$ cat config.mk
export PLATFORM = sky130hd
export DESIGN_NAME = frac_period_sched
export DESIGN_NICKNAME = d
export VERILOG_FILES = /design/src/rtl/frac_period_sched.sv
export SDC_FILE = /design/constraint.sdc
export NUM_CORES = 1
export LEC_CHECK = 0
export ABC_AREA = 1
export BUFFER_PORTS_ARGS = -buffer_cell sky130_fd_sc_hd__buf_2
export CAP_MARGIN = 20
export CORE_ASPECT_RATIO = 0.5
export CORE_UTILIZATION = 55
export DETAILED_ROUTE_END_ITERATION = 10
export PLACE_DENSITY = 0.75
export RECOVER_POWER = 50
export SLEW_MARGIN = 20
export SYNTH_ARGS = -nofsm -noshare
export SYNTH_HDL_FRONTEND = slang
export SYNTH_SLANG_ARGS = --single-unit
$ cat constraint.sdc
create_clock -name clk -period 3.52 [get_ports clk]
set_input_delay 0 -clock clk [delete_from_list [all_inputs] [get_ports clk]]
set_output_delay 0 -clock clk [all_outputs]
set_load 0.02 [all_outputs]
$ cat src/rtl/frac_period_sched.sv
// -----------------------------------------------------------------------------
// frac_period_sched
//
// Paces a run of num_ops operations so that, on average, one issue credit is
// earned every PERIOD clock cycles, where PERIOD may be fractional. A fixed-
// point accumulator gains ONE per active cycle and yields a credit ("tick")
// each time it reaches PERIOD_FX. Credits are spent by the valid/ready
// handshake towards the datapath. Credits saturate at MAX_CREDIT; while
// saturated the accumulator stalls, so no ticks are lost, and the sticky
// overrun flag records that the datapath fell behind.
//
// Ports:
//   clk          in   sole clock, rising edge
//   rst_n        in   asynchronous active-low reset
//   start        in   single-cycle run request (accepted in IDLE only)
//   num_ops      in   ops in the run, sampled when start is accepted
//   abort        in   terminate the current run (RUN only), no done pulse
//   issue_valid  out  an op is offered to the datapath
//   issue_ready  in   datapath accepts the offered op
//   busy         out  high while in RUN
//   done         out  one-cycle pulse after the last op is handed off
//   issued_cnt   out  ops handed off in the current or last run
//   overrun      out  sticky: credit reached MAX_CREDIT during this run
// -----------------------------------------------------------------------------
module frac_period_sched #(
    parameter real PERIOD     = 2.5,
    parameter int  FRAC_BITS  = 8,
    parameter int  ACC_W      = 16,
    parameter int  CNT_W      = 16,
    parameter int  MAX_CREDIT = 4
) (
    input  logic             clk,
    input  logic             rst_n,
    input  logic             start,
    input  logic [CNT_W-1:0] num_ops,
    input  logic             abort,
    output logic             issue_valid,
    input  logic             issue_ready,
    output logic             busy,
    output logic             done,
    output logic [CNT_W-1:0] issued_cnt,
    output logic             overrun
);

    // Period in accumulator units, rounded to nearest at elaboration.
    localparam int               PERIOD_FX_INT = $rtoi(PERIOD * real'(2 ** FRAC_BITS) + 0.5);
    localparam logic [ACC_W-1:0] PERIOD_FX     = ACC_W'(PERIOD_FX_INT);
    localparam logic [ACC_W-1:0] ONE           = ACC_W'(2 ** FRAC_BITS);
    localparam int               CR_W          = $clog2(MAX_CREDIT + 1);
    localparam logic [CR_W-1:0]  CREDIT_MAX    = CR_W'(MAX_CREDIT);

    typedef enum logic [1:0] {
        IDLE = 2'd0,
        RUN  = 2'd1,
        DONE = 2'd2
    } state_t;

    state_t           state_q,    state_d;
    logic [ACC_W-1:0] acc_q,      acc_d;
    logic [CR_W-1:0]  credit_q,   credit_d;
    logic [CNT_W-1:0] tick_cnt_q, tick_cnt_d;
    logic [CNT_W-1:0] issued_q,   issued_d;
    logic [CNT_W-1:0] num_ops_q,  num_ops_d;
    logic             overrun_q,  overrun_d;

    logic [ACC_W-1:0] acc_sum;
    logic [CNT_W-1:0] issued_inc;
    logic             tick_en;
    logic             tick;
    logic             hs;

    // Outputs come from registered state only; issue_ready never feeds back
    // into issue_valid.
    assign issue_valid = (state_q == RUN) && (credit_q != '0);
    assign busy        = (state_q == RUN);
    assign done        = (state_q == DONE);
    assign issued_cnt  = issued_q;
    assign overrun     = overrun_q;

    // The accumulator only advances while more ticks are owed and there is
    // room for another credit; otherwise it holds its fractional phase.
    always_comb begin
        acc_sum    = acc_q + ONE;
        issued_inc = issued_q + CNT_W'(1);
        tick_en    = (state_q == RUN) && (tick_cnt_q < num_ops_q) && (credit_q < CREDIT_MAX);
        tick       = tick_en && (acc_sum >= PERIOD_FX);
        hs         = issue_valid && issue_ready;
    end

    always_comb begin
        state_d    = state_q;
        acc_d      = acc_q;
        credit_d   = credit_q;
        tick_cnt_d = tick_cnt_q;
        issued_d   = issued_q;
        num_ops_d  = num_ops_q;
        overrun_d  = overrun_q;

        unique case (state_q)
            IDLE: begin
                if (start) begin
                    num_ops_d  = num_ops;
                    acc_d      = '0;
                    credit_d   = '0;
                    tick_cnt_d = '0;
                    issued_d   = '0;
                    overrun_d  = 1'b0;
                    state_d    = (num_ops == '0) ? DONE : RUN;
                end
            end

            RUN: begin
                if (abort) begin
                    // Abort wins over any tick or handshake this cycle;
                    // issued_cnt is kept so software can see how far it got.
                    state_d  = IDLE;
                    credit_d = '0;
                    acc_d    = '0;
                end else begin
                    if (tick_en) begin
                        acc_d = tick ? (acc_sum - PERIOD_FX) : acc_sum;
                    end
                    if (tick) begin
                        tick_cnt_d = tick_cnt_q + CNT_W'(1);
                    end
                    if (credit_q == CREDIT_MAX) begin
                        overrun_d = 1'b1;
                    end
                    // A tick and a handshake in the same cycle cancel out.
                    unique case ({tick, hs})
                        2'b10:   credit_d = credit_q + CR_W'(1);
                        2'b01:   credit_d = credit_q - CR_W'(1);
                        default: credit_d = credit_q;
                    endcase
                    if (hs) begin
                        issued_d = issued_inc;
                        if (issued_inc == num_ops_q) begin
                            state_d = DONE;
                        end
                    end
                end
            end

            DONE: begin
                state_d = IDLE;
            end

            default: begin
                state_d = IDLE;
            end
        endcase
    end

    always_ff @(posedge clk or negedge rst_n) begin
        if (!rst_n) begin
            state_q    <= IDLE;
            acc_q      <= '0;
            credit_q   <= '0;
            tick_cnt_q <= '0;
            issued_q   <= '0;
            num_ops_q  <= '0;
            overrun_q  <= 1'b0;
        end else begin
            state_q    <= state_d;
            acc_q      <= acc_d;
            credit_q   <= credit_d;
            tick_cnt_q <= tick_cnt_d;
            issued_q   <= issued_d;
            num_ops_q  <= num_ops_d;
            overrun_q  <= overrun_d;
        end
    end

endmodule

# Word-level counts from Yosys, hierarchy flattened
# Cells that the tools add are included.
word_totals:
  ff_bits: 70
  in_bits: 21
  out_inout_bits: 20
  wordCells: 72
classes:
  add_sub_neg: 6
  magnitude_cmp: 3
  n_eq_ne: 15
  muxes: 25
  reduce_logical: 16
ops:
  columns: ["cell", "count"]
  rows:
  - ["16-bit two-way mux", 8]
  - ["16-bit case mux with 2 select lines", 3]
  - ["16-bit by 1-bit adder with 16-bit output, second input constant", 2]
  - ["16-bit by 9-bit adder with 16-bit output, second input constant", 1]
  - ["16-bit == test", 1]
  - ["16-bit by 10-bit >= comparator with 1-bit output, second input constant", 1]
  - ["16-bit logical NOT", 1]
  - ["16-bit less-than comparator", 1]
  - ["16-bit by 10-bit subtractor with 16-bit output, second input constant", 1]
  - ["3-bit case mux with 2 select lines", 2]
  - ["4-bit AND reduction", 3]
  - ["2-bit two-way mux", 5]
  - ["3-bit by 2-bit inequality test with 1-bit output, second input constant", 3]
  - ["3-bit AND reduction", 3]
  - ["3-bit two-way mux", 2]
  - ["2-bit by 1-bit inequality test with 1-bit output, second input constant", 3]
  - ["1-bit logical AND", 5]
  - ["2-bit by 1-bit == test with 1-bit output, second input constant", 2]
  - ["2-bit == test, second input constant", 2]
  - ["2-bit inequality test, second input constant", 2]
  - ["4-bit by 2-bit inequality test with 1-bit output, second input constant", 1]
  - ["2-bit case mux with 2 select lines", 1]
  - ["3-bit by 1-bit adder with 3-bit output, second input constant", 1]
  - ["3-bit == test, second input constant", 1]
  - ["other kinds (8)", 10]

# Longest topological paths before layout
# Gate-level depths: netlist of run 1.
depth:
  ltp_word: 8
  depth_mapped: 17
  ltp_nobuf: 16

# Least setup slack after synthesis of run 1
# OpenSTA, ideal clock, no wires.
synth_timing:
  kind: "register to register"
  startpoint: "reg tick_cnt_q[5]"
  endpoint: "reg credit_q[2]"
  t_arrival_ns: 2.306
  t_required_ns: 3.392
  path_slack_ns: 1.086
  path_stages_with_launch: 14
  path_buffers: 0
  synth_period_minus_slack_ns: 2.434
  path_cell_list: "dfrtp_1 > ha_1 > a21oi_1 > nor2_1 > nor3_1 > nand2_1 > nand2_1 > nand4_1 > nor2_4 > inv_6 > ha_1 > fa_1 > xor2_1 > o22ai_1"
synth_between:
  elab_chain_cells: 8
  word_cells_on_any_way: 11
  cone_classes: "order compare (1); eq/ne (3); mux (3); reduce/logical (4)"
synth_lines:
  columns: ["element", "line", "rtl"]
  rows:
  - ["from (decl)", "61", "logic [CNT_W-1:0] tick_cnt_q, tick_cnt_d;"]
  - ["from (signal assigned)", "167", "tick_cnt_q <= tick_cnt_d;"]
  - ["16-bit less-than comparator *", "85", "tick_en = (state_q == RUN) && (tick_cnt_q < num_ops_q) && (credit_q < CREDIT_MAX);"]
  - ["1-bit logical AND * (2 in a row)", "85", null]
  - ["1-bit logical AND *", "86", "tick = tick_en && (acc_sum >= PERIOD_FX);"]
  - ["2-bit by 1-bit == test with 1-bit output or 2-bit == test (tied branches)", "130", "unique case ({tick, hs})"]
  - ["3-bit case mux with 2 select lines", "130", null]
  - ["3-bit two-way mux", "113", "if (abort) begin"]
  - ["3-bit case mux with 2 select lines", "99", "unique case (state_q)"]
  - ["to (signal assigned)", "166", "credit_q <= credit_d;"]
  - ["to (decl)", "60", "logic [CR_W-1:0] credit_q, credit_d;"]
# Every way passes the cells marked *; elsewhere a longest branch is shown, timed or not.
# A chain may end at the register's enable or synchronous reset.

# Worst setup path in the final report of run 1
# Same ends and word-level chain as after synthesis.

==> results.md, run 1 <==
Cells and area:
- The non-filler instance count after layout is 785.
- The total number of nets in the final design is 718.
- The cell area after layout is roughly 0.0051 sq mm.
- The number of diodes added for antenna fixing is 0.
- The area growth from synthesis to layout is 15.4%.
- Fill cells in the final layout number about 690.
- The share of post-route cells with drive strength above 1 is 0.112.

Routing:
- After the first detailed-routing iteration, the DRC count stood at 358.
- The final route contains around 4200 vias.
- The pre-antenna-repair detailed-routing pass consisted of 5 iterations.
- The detail route stage leaves a number of antenna-violating nets equal to 0.
- The final routed wirelength across all metal layers is between 10 and 15 mm.
- The remaining design rule violation count is 0.
- Dividing the detail-routed via count by the number of cells gives 5.31.
- After detailed routing, the average wire length per cell comes to about 14 um.

Timing:
- For the pin with the worst max-slew slack, the measured transition is 1.84 ns.
- The number of max-slew violations in the final report is 34.
- Setup repair after global routing left no endpoint under its margin.
- Setup violations remaining at the end of the flow were counted as 0.
- The clock period minus final worst setup slack is approximately 2.7 ns.
- Dividing the final minimum period by the clock period gives 0.763.
- The achievable clock frequency is ~370 MHz.
- The post-route clock skew is ~0.0037 ns.
- Once routing completed, OpenROAD measured the worst setup slack at between 0.8 and 0.9 ns.
- In this run the tightest slew margin relative to its limit is -0.227.
- The aggregate negative setup slack is 0 ns.
- The final hold violation count is 0.

Synth:
- Yosys mapped a number of flops with a built-in enable equal to 0.
- Among all flip-flop cells after synthesis, the most frequent one is sky130_fd_sc_hd__dfrtp_1.
- The post-synthesis cell area is roughly 0.0044 sq mm.
- The cell count after synthesis came out at between 600 and 700.
- Ranked by total cell area, the synthesized netlist is headed by sky130_fd_sc_hd__dfrtp_1 36%, sky130_fd_sc_hd__nand2_1 15%, sky130_fd_sc_hd__ha_1 6.2%.
- The number of library cell types mapped by synthesis is 41.
- The flip-flop and latch count after synthesis is 63.
- The synthesized design spends more area on one cell type than any other, namely sky130_fd_sc_hd__dfrtp_1.
- The leading cell type by number of instances after synthesis is sky130_fd_sc_hd__nand2_1.
- The portion of the post-synthesis area used by sequential elements is 0.356.
- The top cell type's share of synthesized area is 0.356.
- By count the netlist is led by 182 x sky130_fd_sc_hd__nand2_1, 67 x sky130_fd_sc_hd__inv_1, 63 x sky130_fd_sc_hd__dfrtp_1, 55 x sky130_fd_sc_hd__nor2_1, 53 x sky130_fd_sc_hd__nand3_1.
- During synthesis, Yosys emitted a total of 0 warnings.
- After synthesis, the share of flip-flops with an asynchronous set or reset is 1.00.
- The number of nets handed over by synthesis was 660.
- The mean area per synthesized cell is ~7 sq um.

Setup path:
- On the worst path, the slowest cell contributes a delay of about 0.43 ns.
- Data on the critical path arrives at its endpoint at between 2 and 3 ns.
- STA puts the critical path data required time at between 3 and 4 ns.
- The maximum fanout along the worst path is 7.
- The slowest cell on the critical path is sky130_fd_sc_hd__dfrtp_1.
- The kind of cell adding the most delay to the critical path is adder cells.
- STA classifies the critical path endpoint as a flop.
- The number of buffers and inverters on the critical path is 1.
- Traced cell by cell, the critical path runs through ha_1 > a21oi_1 > nor2_1 > nor3_1 > nand2_1 > nand2_1 > nand4_1 > nor2_4 > inv_6 > ha_1 > fa_1 > xor2_1 > o22ai_1.
- The critical path in this run is classified as reg -> reg.
- The worst setup path is launched from a flop.

GRT:
- The number of global-route vias before repair was about 3900.
- For this run, global-route usage on met1 was measured as 0.370.
- The met3 demand-to-capacity share in global routing is 0.0717.
- The all-layer global routing usage is 0.283.
- The maximum number of pins on one net before global-route repair is 34.
- The routing layer with the top usage in global route is met2.
- The residual overflow from global routing is 0.
- The first global-routing pass estimated roughly 18 mm of wire.
- The global routing usage on met2 is 0.467.
- The number of antenna violations at the first check in global routing is 0.

Floorplan:
- For this configuration, the core starts out at a cell density of 0.587.
- The die is about 130 um wide.
- The floorplan step set the die height to roughly 65 um.
- The initialized floorplan defines 22 standard-cell rows.
- Pin placement for this block handled 41 I/O pins.
- The core outline area is 0.00754 sq mm.
- The die covers 0.00843 sq mm.

CTS:
- Clock-pin slew was measured on the worst setup and hold paths at 0.05 ns.
- The number of post-CTS setup repair buffers is 0.
- The latest clock arrival within the worst-skew pair is between 0.3 and 0.4 ns.
- In this run the number of H-tree levels came out at 3.
- The number of clock buffers added by TritonCTS is 9.
- The number of instances resized during post-cts repair is 0.
- The maximum buffer depth of the clock tree is 2.
- Counting every sink on the clock net gives 63.
- TritonCTS built the clock tree.
- The library cell used as clock root buffer is sky130_fd_sc_hd__clkbuf_16.
- Hold repair after CTS inserted 18 buffers.

Power and ir drop:
- VDD sags by at most 0.000381 V.
- The ratio of total power to cell area is between 600 and 700 mW/mm^2.
- Summed over all cells, the static leakage comes to ~0.0025 uW.

Run status:
- The final reports fail on capacitance limit, slew limit.
- The flow ran to the end, but the final reports show violations.

Placement:
- The weighted congestion reported at the end of routability-driven placement is around 0.9.
- The HPWL after detailed placement is 7.52 mm.
- In this run, placement finished with an instance count of approximately 750.
- The total of buffers placed on input and output ports is 40.
- The post-detailed-placement cell area is roughly 0.0047 sq mm.
- The post-placement worst setup slack is ~0.83 ns.

Run:
- The tool flagged a number of max-cap violations equal to 1.

Worst hold path:
- In this run the worst hold path is classified as in -> reg.
-- per-layer routing --
metal  wire [um]  vias to the layer above
met5           0                        -
li1            -                     2125
met1        5110                     1891
met2        4810                      145
met3         681                       10
met4         114                        0
-- final timing paths --
check | slack (ns) | startpoint | cells past startpoint | endpoint
worst max-delay path | 0.83 | tick_cnt_q[5] | 13 | credit_q[2]
worst min-delay path | 0.05 | abort | 4 | credit_q[2]
worst max register to register | 0.83 | tick_cnt_q[5] | 13 | credit_q[2]
worst min register to register | 0.53 | overrun | 2 | overrun
max in group asynchronous | 1.19 | rst_n | 3 | issued_cnt[5]
min in group asynchronous | 0.71 | rst_n | 2 | acc_q[11]
-- registers in the layout, summed over array words and instances (netlist names) --
name	count
tick_cnt_q	16
credit_q	3
state_q	2
num_ops_q	16
overrun	1
acc_q	9
issued_cnt	16
-- cell type report --
class / instances / area (sq um) / share of cell area
Inverter: 74 / 284 / 0.0556
Sequential cell: 63 / 1580 / 0.309
Tap cell: 108 / 135 / 0.0265
Clock buffer: 13 / 260 / 0.0510
Timing Repair Buffer: 61 / 377 / 0.0737
Clock inverter: 1 / 5.00 / 0.000980
Multi-Input combinational cell: 465 / 2470 / 0.484
-- cells by family (layout without fill, tap and decap cells) --
group	Yosys count	in the layout	synth area share
AO/OA/AOI/OAI	71	71	0.0902
XOR/XNOR	21	21	0.0464
adder cells (fa/ha/maj)	23	23	0.0667
buffers and inverters	88	149	0.0860
flip-flops	63	63	0.356
AND/OR/NAND/NOR	350	350	0.354
-- worst reg2reg max path, delay by kind of cell (launching register included) --
kind / cells / cell delay [ns]
buf+inv: 1 / 0.07
compound gates: 2 / 0.24
simple gates: 6 / 0.70
xor+xnor: 1 / 0.16
fa+ha+maj: 3 / 0.95
flops: 1 / 0.43
-- power by group --
part	internal [uW]	total (uW)	leakage (uW)	switching, uW
combinational	474	1510	0.00152	1040
clock	506	809	0.000132	304
sequential	902	1080	0.000845	179
-- metrics by stage --
step	total power, uW	utilization	hold WS [ns]
after global placement	2550	0.622	0.106
after CTS	3410	0.681	0.0290
after global routing	3670	0.677	0.0577
after floorplan	2240	-	-0.296
after detailed placement	2580	0.622	0.116
final	3400	0.677	0.0450
-- cell usage in the layout, fill, tap and decap left out, types with 12 or more instances in the layout --
cell and n:
sky130_fd_sc_hd__o22ai_1 15, sky130_fd_sc_hd__inv_1 67, sky130_fd_sc_hd__nand2_2 15, sky130_fd_sc_hd__a21oi_1 15, sky130_fd_sc_hd__nand2_1 182, sky130_fd_sc_hd__nand3_1 53, sky130_fd_sc_hd__xor2_1 12, sky130_fd_sc_hd__nor2_1 54
sky130_fd_sc_hd__o21ai_0 33, sky130_fd_sc_hd__dfrtp_1 63, sky130_fd_sc_hd__dlygate4sd3_1 18, sky130_fd_sc_hd__buf_2 21, sky130_fd_sc_hd__nand4_1 19, sky130_fd_sc_hd__ha_1 22, sky130_fd_sc_hd__clkbuf_1 21
No activity file was read; power rests on OpenSTA's default activity.
==> run 2: changes to the inputs <==
- clock period: 3.52 -> 2.5 ns (I/O delays scaled with it)
==> run 2 against run 1 <==
Effect of this change: the flow finishes with violations (capacitance limit, slew limit, setup timing); clock skew grew 0.0021 ns; routed wire length grew 20%; combinational power grew 79%; critical path depth grew 1; sequential share of layout area shrank 3.0 points; utilization grew 7.3 points; first-iteration DRC count grew 72%; die area is the same; clock-buffer cell count grew 2; sequential cell count is the same; largest power group unchanged; highest routed layer unchanged.
==> results.md, run 2 (same netlist as run 1, synthesis figures left out) <==
Timing:
- The portion of the clock cycle consumed by the worst path in the final layout is 1.01 (+0.247).
- The worst setup margin is -0.0254 ns (-0.860 ns).
- The post-route clock skew is 0.00580 ns (+0.00211 ns).
- The final hold violation count is 0 (unchanged).
- The number of max-slew violations in the final report is 64 (+88%).
- Setup repair after global routing could not meet its margin everywhere.
- The achievable clock frequency is 396 MHz (+6.4%).
- The final setup violation count is 1 (+1).
- The clock period minus final worst setup slack came to 2.53 ns (-0.160 ns).
- The smallest hold slack was 0.450 ns (+0.405 ns).
- The measured slew at the worst slew-check pin is 1.59 ns (-0.253 ns).
- The worst-case headroom to the max-slew limit is -0.0586 (+0.169).

CTS:
- The clock-pin slew reported for the worst setup and hold paths after clock tree synthesis is 0.05 ns (about the same).
- The number of buffers created by CTS is 9 (unchanged).
- The CTS tree is yes.
- The latest clock arrival within the worst-skew pair is 0.34 ns (about the same).
- The number of sinks on the clock net is 63 (unchanged).
- The maximum level of the CTS H-tree is 3 (unchanged).
- In this run the clock root is driven by a sky130_fd_sc_hd__clkbuf_16.
- The maximum buffer depth of the clock tree is 2 (unchanged).

GRT:
- The maximum number of pins on one net before global-route repair is 64 (+88%).
- The number of global-route vias before repair came to 4149 (+5.1%).
- The number of antenna violations at the first check in global routing was 0 (unchanged).
- The all-layer global routing usage came to 0.299 (+0.0161).
- The global-route wire length before repair is 19.3 mm (+6.3%).
- The residual overflow from global routing is 0 (unchanged).

Floorplan:
- The core outline area is 0.00754 sq mm (unchanged).
- The initial standard-cell utilization of the core is 0.587 (unchanged).
- The vertical die dimension came to 65.4 um (unchanged).
- The I/O pin total was 41 (unchanged).
- The site row count came to 22 (unchanged).
- The floorplan die area is 0.00843 sq mm (unchanged).
- The width of the die is 129 um (unchanged).

Power and ir drop:
- The maximum resistive drop on vdd came to 0.000570 V (+50%).
- The power share of the combinational group is 0.498 (+0.053).
- The switching part of the total power is 0.445 (-0.00173).
- The ratio of total power to cell area came to 962 mW/mm^2 (+44%).
- The net switching power is 2430 uW (+59%).
- The register share of total power came to 0.284 (-0.034).
- The leakage component of the power is 0.00277 uW (+11%).
- The fraction of power consumed by the clock network is 0.219 (-0.019).
- The internal power contribution is 3020 uW (+61%).

Cells and area:
- The area growth from synthesis to final layout is 27.9%.
- The share of the core filled with cells is 0.750 (+0.0733).
- Leaving out fill and tap cells, the most frequent cells in the layout are 180 x sky130_fd_sc_hd__nand2_1, 62 x sky130_fd_sc_hd__dfrtp_1, 57 x sky130_fd_sc_hd__inv_1.
- The total number of nets in the final design is 771 (+7.4%).
- The number of diodes added for antenna fixing is 0 (unchanged).
- The library cell used most frequently in the layout, excluding fill and tap cells, is sky130_fd_sc_hd__nand2_1.
- The share of post-route cells with drive strength above 1 is 0.218 (+0.105).

Setup path:
- The critical path arrival came to 2.79 ns (-0.10 ns).
- The critical path class is reg -> reg.
- The kind of start point of the critical path is a flop.
- The data required time at the worst endpoint is 2.77 ns (-0.95 ns).
- The worst reg2reg path depth is 14 (+1).
- The maximum fanout along the worst path was 2 (-5).
- The nature of the critical path endpoint is a flop.

Placement:
- The post-DP HPWL came to 7.89 mm (+4.9%).
- The total of buffers placed on input and output ports is 40 (unchanged).
- The weighted congestion reported at the end of routability-driven placement is 0.873 (-3.6%).
- The post-placement worst setup slack is -0.0390 ns (-0.874 ns).

Routing:
- The via total after detailed routing is 4615 (+11%).
- The remaining design rule violation count is 0 (unchanged).
- The violation count after the first detailed-route iteration is 614 (+72%).
- The remaining antenna violation count after routing is 0 (unchanged).
- The first-pass iteration count of the detailed router came to 5 (unchanged).
- The final routed wirelength across all metal layers came to 12.9 mm (+20%).
- The post-detailed-route via-to-cell ratio is 5.50 (+3.5%).
- The per-cell routed wire length is 15.4 um (+13%).

Run status:
- The final reports fail on capacitance limit, slew limit, setup timing.
- The flow ran to the end, but the final reports show violations.

Worst hold path:
- The worst hold path stage count was 4 (unchanged).
- The tightest min-delay check is of the in -> reg type.

Run:
- The max-capacitance violation count is 1 (unchanged).
==> run 2: changes by cell type in the layout (fill, tap and decap cells not counted), moves of 3 or more <==
cell,previous run,this run
sky130_fd_sc_hd__buf_4,2,54
sky130_fd_sc_hd__ha_1,22,14
sky130_fd_sc_hd__ha_4,0,8
sky130_fd_sc_hd__a21oi_2,0,4
sky130_fd_sc_hd__inv_1,67,57
sky130_fd_sc_hd__inv_2,5,15
sky130_fd_sc_hd__buf_2,21,24
sky130_fd_sc_hd__a21oi_1,15,11
==> run 2: cell type report <==
cell class | instances | area, sq um
multi-input combinational | 465 | 2610
clock buffer | 15 | 278
sequential | 63 | 1580
inverter | 74 | 284
tap | 108 | 135
timing repair buffer | 114 | 781
fill | 559 | 1880
==> run 2: worst paths after layout <==
check                         startpoint           end  slack, ns
min                           num_ops[3]  num_ops_q[3]       0.45
max reg2reg                num_ops_q[13]   credit_q[1]      -0.03
min in group asynchronous          rst_n     acc_q[15]       0.65
max                        num_ops_q[13]   credit_q[1]      -0.03
min reg2reg                      overrun       overrun       0.52
max in group asynchronous          rst_n      acc_q[8]       0.79
==> run 2: worst max-delay path, cell delays in order, from the launching register on <==
cell,delay [ns]
sky130_fd_sc_hd__dfrtp_1,0.40
sky130_fd_sc_hd__inv_2,0.10
sky130_fd_sc_hd__ha_4,0.21
sky130_fd_sc_hd__nand2_1,0.06
sky130_fd_sc_hd__inv_1,0.05
sky130_fd_sc_hd__nor2_1,0.07
sky130_fd_sc_hd__o21ai_0,0.09
sky130_fd_sc_hd__a21oi_1,0.21
sky130_fd_sc_hd__nand4_1,0.23
sky130_fd_sc_hd__nor2_4,0.19
sky130_fd_sc_hd__inv_6,0.04
sky130_fd_sc_hd__ha_4,0.16
sky130_fd_sc_hd__fa_2,0.52
sky130_fd_sc_hd__nand3_1,0.07
sky130_fd_sc_hd__o21ai_1,0.08
==> run 2: stage by stage <==
stage / total power (uW) / area (sq um) / setup TNS (ns) / instances
after floorplan: 3150 / 4420 / 0 / 616
after global placement: 3810 / 4980 / 0 / 792
after detailed placement: 3890 / 4980 / -0.0616 / 792
after CTS: 5160 / 5510 / 0 / 830
after global routing: 5770 / 5660 / -0.434 / 839
final: 5450 / 5660 / -0.0254 / 839
==> run 2: per-layer routing <==
layer | track usage | part of all wire | up-vias | wire length [um]
li1 | - | - | 2234 | -
met1 | 0.382 | 0.42 | 2134 | 5410
met5 | 0 | 0 | - | 0
met3 | 0.0790 | 0.076 | 49 | 984
met4 | 0.0897 | 0.029 | 0 | 369
met2 | 0.501 | 0.48 | 198 | 6130
==> run 2: power by group through the flow <==
stage	combinational, uW	clock, uW	sequential, uW
floorplan	1590	0	1560
global placement	2300	0	1510
detailed placement	2360	0	1530
CTS	2450	1190	1520
global route	2960	1230	1580
finish	2710	1190	1540
==> run 2: timing repair <==
| action | 4_1_cts | 5_1_grt |
|---|---|---|
| pin swaps | 7 | 15 |
| buffers inserted | 4 | 9 |
| gates cloned | 0 | 0 |
| hold endpoints to repair | 81 | 0 |
| hold buffers | 19 | 0 |
| resized for setup | 6 | 25 |
| endpoints found under the setup margin | 2 | 19 |
==> run 3: changes to the inputs <==
- GPL_ROUTABILITY_DRIVEN: not set -> 0
- RECOVER_POWER: 50 -> not set
==> run 3 against run 2 <==
Effect of this change: the flow finishes with violations (setup timing); register-to-register slack hardly changed; routed wire length hardly changed; clock power hardly changed; global-route usage stayed put; utilization is 0.30 points higher; largest cell class unchanged.
==> results.md, run 3 (same netlist as run 1, synthesis figures left out) <==
Floorplan:
- The core outline area is 0.00754 sq mm (unchanged).
- The floorplan die area is 0.00843 sq mm (unchanged).
- The I/O pin total is 41 (unchanged).
- The width of the die is 129 um (unchanged).
- The vertical die dimension is 65.4 um (unchanged).
- The site row count is 22 (unchanged).
- The initial standard-cell utilization of the core is 0.587 (unchanged).

GRT:
- The met3 demand-to-capacity share in global routing came to 0.0790 (unchanged).
- The all-layer global routing usage came to 0.299 (unchanged).
- The residual overflow from global routing was 0 (unchanged).
- The number of antenna violations at the first check in global routing is 0 (unchanged).
- The maximum number of pins on one net before global-route repair is 64 (unchanged).
- The met1 capacity usage during global routing came to 0.382 (unchanged).
- After global routing, the most crowded layer is met2.
- The number of global-route vias before repair was 4149 (unchanged).
- The global-route wire length before repair was 19.3 mm (unchanged).
- The global routing usage on met2 is 0.501 (unchanged).

CTS:
- The number of buffers created by CTS came to 9 (unchanged).
- The maximum level of the CTS H-tree came to 3 (unchanged).
- The clock-pin slew reported for the worst setup and hold paths after clock tree synthesis is 0.05 ns (about the same).
- The maximum buffer depth of the clock tree came to 2 (unchanged).
- Clock tree synthesis selected as its root buffer the cell sky130_fd_sc_hd__clkbuf_16.
- The number of sinks on the clock net is 63 (unchanged).
- The CTS tree is yes.
- The latest clock arrival within the worst-skew pair was 0.34 ns (about the same).

Setup path:
- The critical path arrival came to 2.79 ns (about the same).
- The critical path class is reg -> reg.
- The maximum fanout along the worst path is 2 (unchanged).
- The data required time at the worst endpoint came to 2.76 ns (about the same).
- In this run the critical register-to-register path is launched from num_ops_q[13].
- The flop-to-flop setup slack is -0.03 ns (about the same).
- The largest stage delay on the critical path is 0.52 ns (about the same).
- In this run the critical register-to-register path is captured at credit_q[1].
- The most numerous cell type found on the critical path is sky130_fd_sc_hd__ha_4.
- The kind of start point of the critical path is a flop.
- The worst setup path is captured at a flop.
- The worst reg2reg path depth was 14 (unchanged).
- The slowest stage of the critical path belongs to the cell sky130_fd_sc_hd__fa_2.
- Traced cell by cell, the critical path runs through inv_2 > ha_4 > nand2_1 > inv_1 > nor2_1 > o21ai_0 > a21oi_1 > nand4_1 > nor2_4 > inv_6 > ha_4 > fa_2 > nand3_1 > o21ai_1.

Routing:
- The via total after detailed routing is 4625 (+0.22%).
- The final routed wirelength across all metal layers is 12.9 mm (about the same).
- The remaining design rule violation count is 0 (unchanged).
- The remaining antenna violation count after routing is 0 (unchanged).
- The violation count after the first detailed-route iteration came to 622 (+1.3%).
- The per-cell routed wire length is 15.4 um (about the same).
- The post-detailed-route via-to-cell ratio is 5.51 (+0.22%).
- The first-pass iteration count of the detailed router is 8 (+3).

Placement:
- The total of buffers placed on input and output ports is 40 (unchanged).
- The post-DP HPWL came to 7.89 mm (unchanged).
- The post-placement worst setup slack came to -0.0390 ns (unchanged).

Cells and area:
- The most common cell after layout, fill and taps aside is sky130_fd_sc_hd__nand2_1.
- The count of filler cells inserted in the layout is 552 (-1.3%).
- The number of diodes added for antenna fixing is 0 (unchanged).
- Leaving out fill and tap cells, the most frequent cells in the layout are 180 x sky130_fd_sc_hd__nand2_1, 62 x sky130_fd_sc_hd__dfrtp_1, 57 x sky130_fd_sc_hd__inv_1.
- The share of post-route cells with drive strength above 1 came to 0.239 (+0.0219).
- The area growth from synthesis to final layout is 28.5%.
- The total number of nets in the final design is 771 (unchanged).

Timing:
- The portion of the clock cycle consumed by the worst path in the final layout is 1.01 (+0.00118).
- The smallest hold slack is 0.359 ns (-0.0915 ns).
- The post-route clock skew came to 0.00486 ns (-0.000938 ns).
- The worst setup margin came to -0.0284 ns (-0.00296 ns).
- The final hold violation count is 0 (unchanged).
- The worst-case headroom to the max-slew limit is 0.446 (+0.505).
- Setup repair after global routing could not meet its margin everywhere.
- The number of max-slew violations in the final report is 0 (-100%).
- The measured slew at the worst slew-check pin was 0.831 ns (-0.757 ns).
- The achievable clock frequency was 396 MHz (-0.12%).
- The final setup violation count was 1 (unchanged).
- The clock period minus final worst setup slack was 2.53 ns (+0.00296 ns).

Power and ir drop:
- The leakage component of the power was 0.00284 uW (+2.5%).
- The maximum resistive drop on vdd is 0.000570 V (about the same).
- The ratio of total power to cell area is 959 mW/mm^2 (-0.31%).

Run status:
- The run finished, with violations left.
- The final reports fail on setup timing.

Worst hold path:
- The class of the worst hold path is in -> async.

Run:
- The max-capacitance violation count is 0 (-1).
-- run 3: worst max-delay path: cells and delay by family, from the launching register on --
family / cells / cell delay, ns
and+or+nand+nor: 5 / 0.62
adders and majority gates: 3 / 0.89
buffers and inverters: 3 / 0.19
AOI/OAI and AO/OA: 3 / 0.38
DFF: 1 / 0.39
-- run 3: area by class of cell --
type                            count  area (sq um)  area share
Timing Repair Buffer              114           803       0.141
Multi-Input combinational cell    465          2610       0.458
Inverter                           74           284      0.0500
Tap cell                          108           135      0.0238
Sequential cell                    63          1580       0.278
Clock buffer                       15           278      0.0489
-- run 3: how the worst max path moves through the flow --
stage                  startpoint     endpoint  cells past startpoint
floorplan           tick_cnt_q[5]  credit_q[2]                     13
global placement    tick_cnt_q[5]  credit_q[2]                     13
detailed placement  num_ops_q[11]  credit_q[2]                     12
CTS                  num_ops_q[7]  credit_q[1]                     14
global route        num_ops_q[13]  credit_q[1]                     14
finish              num_ops_q[13]  credit_q[1]                     14
-- run 3: through the flow --
step	power, uW	setup TNS (ns)	cells	util	instance area (sq um)
4_1_cts	5160	0	830	0.730	5510
3_3_place_gp	3810	0	792	0.660	4980
2_1_floorplan	3150	0	616	-	4420
3_5_place_dp	3890	-0.0616	792	0.660	4980
6_report	5450	-0.0284	839	0.753	5680
5_1_grt	5790	-0.440	839	0.753	5680
-- run 3: power by group --
part	switching, uW	leakage (uW)	internal, uW
Clock	434	0.000136	747
Sequential	269	0.000843	1270
Combinational	1710	0.00186	1020
-- run 3: repair_timing --
item                       in CTS  in global routing
hold buffers                   19                  0
setup endpoints to repair       2                 19
pin swaps                       7                 15
buffers inserted                4                  9
hold endpoints to repair       81                  0
gates resized for setup         6                 25
-- run 3: layer usage --
metal / vias up / wire [um] / part of all wire
li1: 2233 / - / -
met1: 2130 / 5380 / 0.42
met5: - / 0 / 0
met4: 0 / 364 / 0.028
met2: 215 / 6060 / 0.47
met3: 47 / 1090 / 0.084
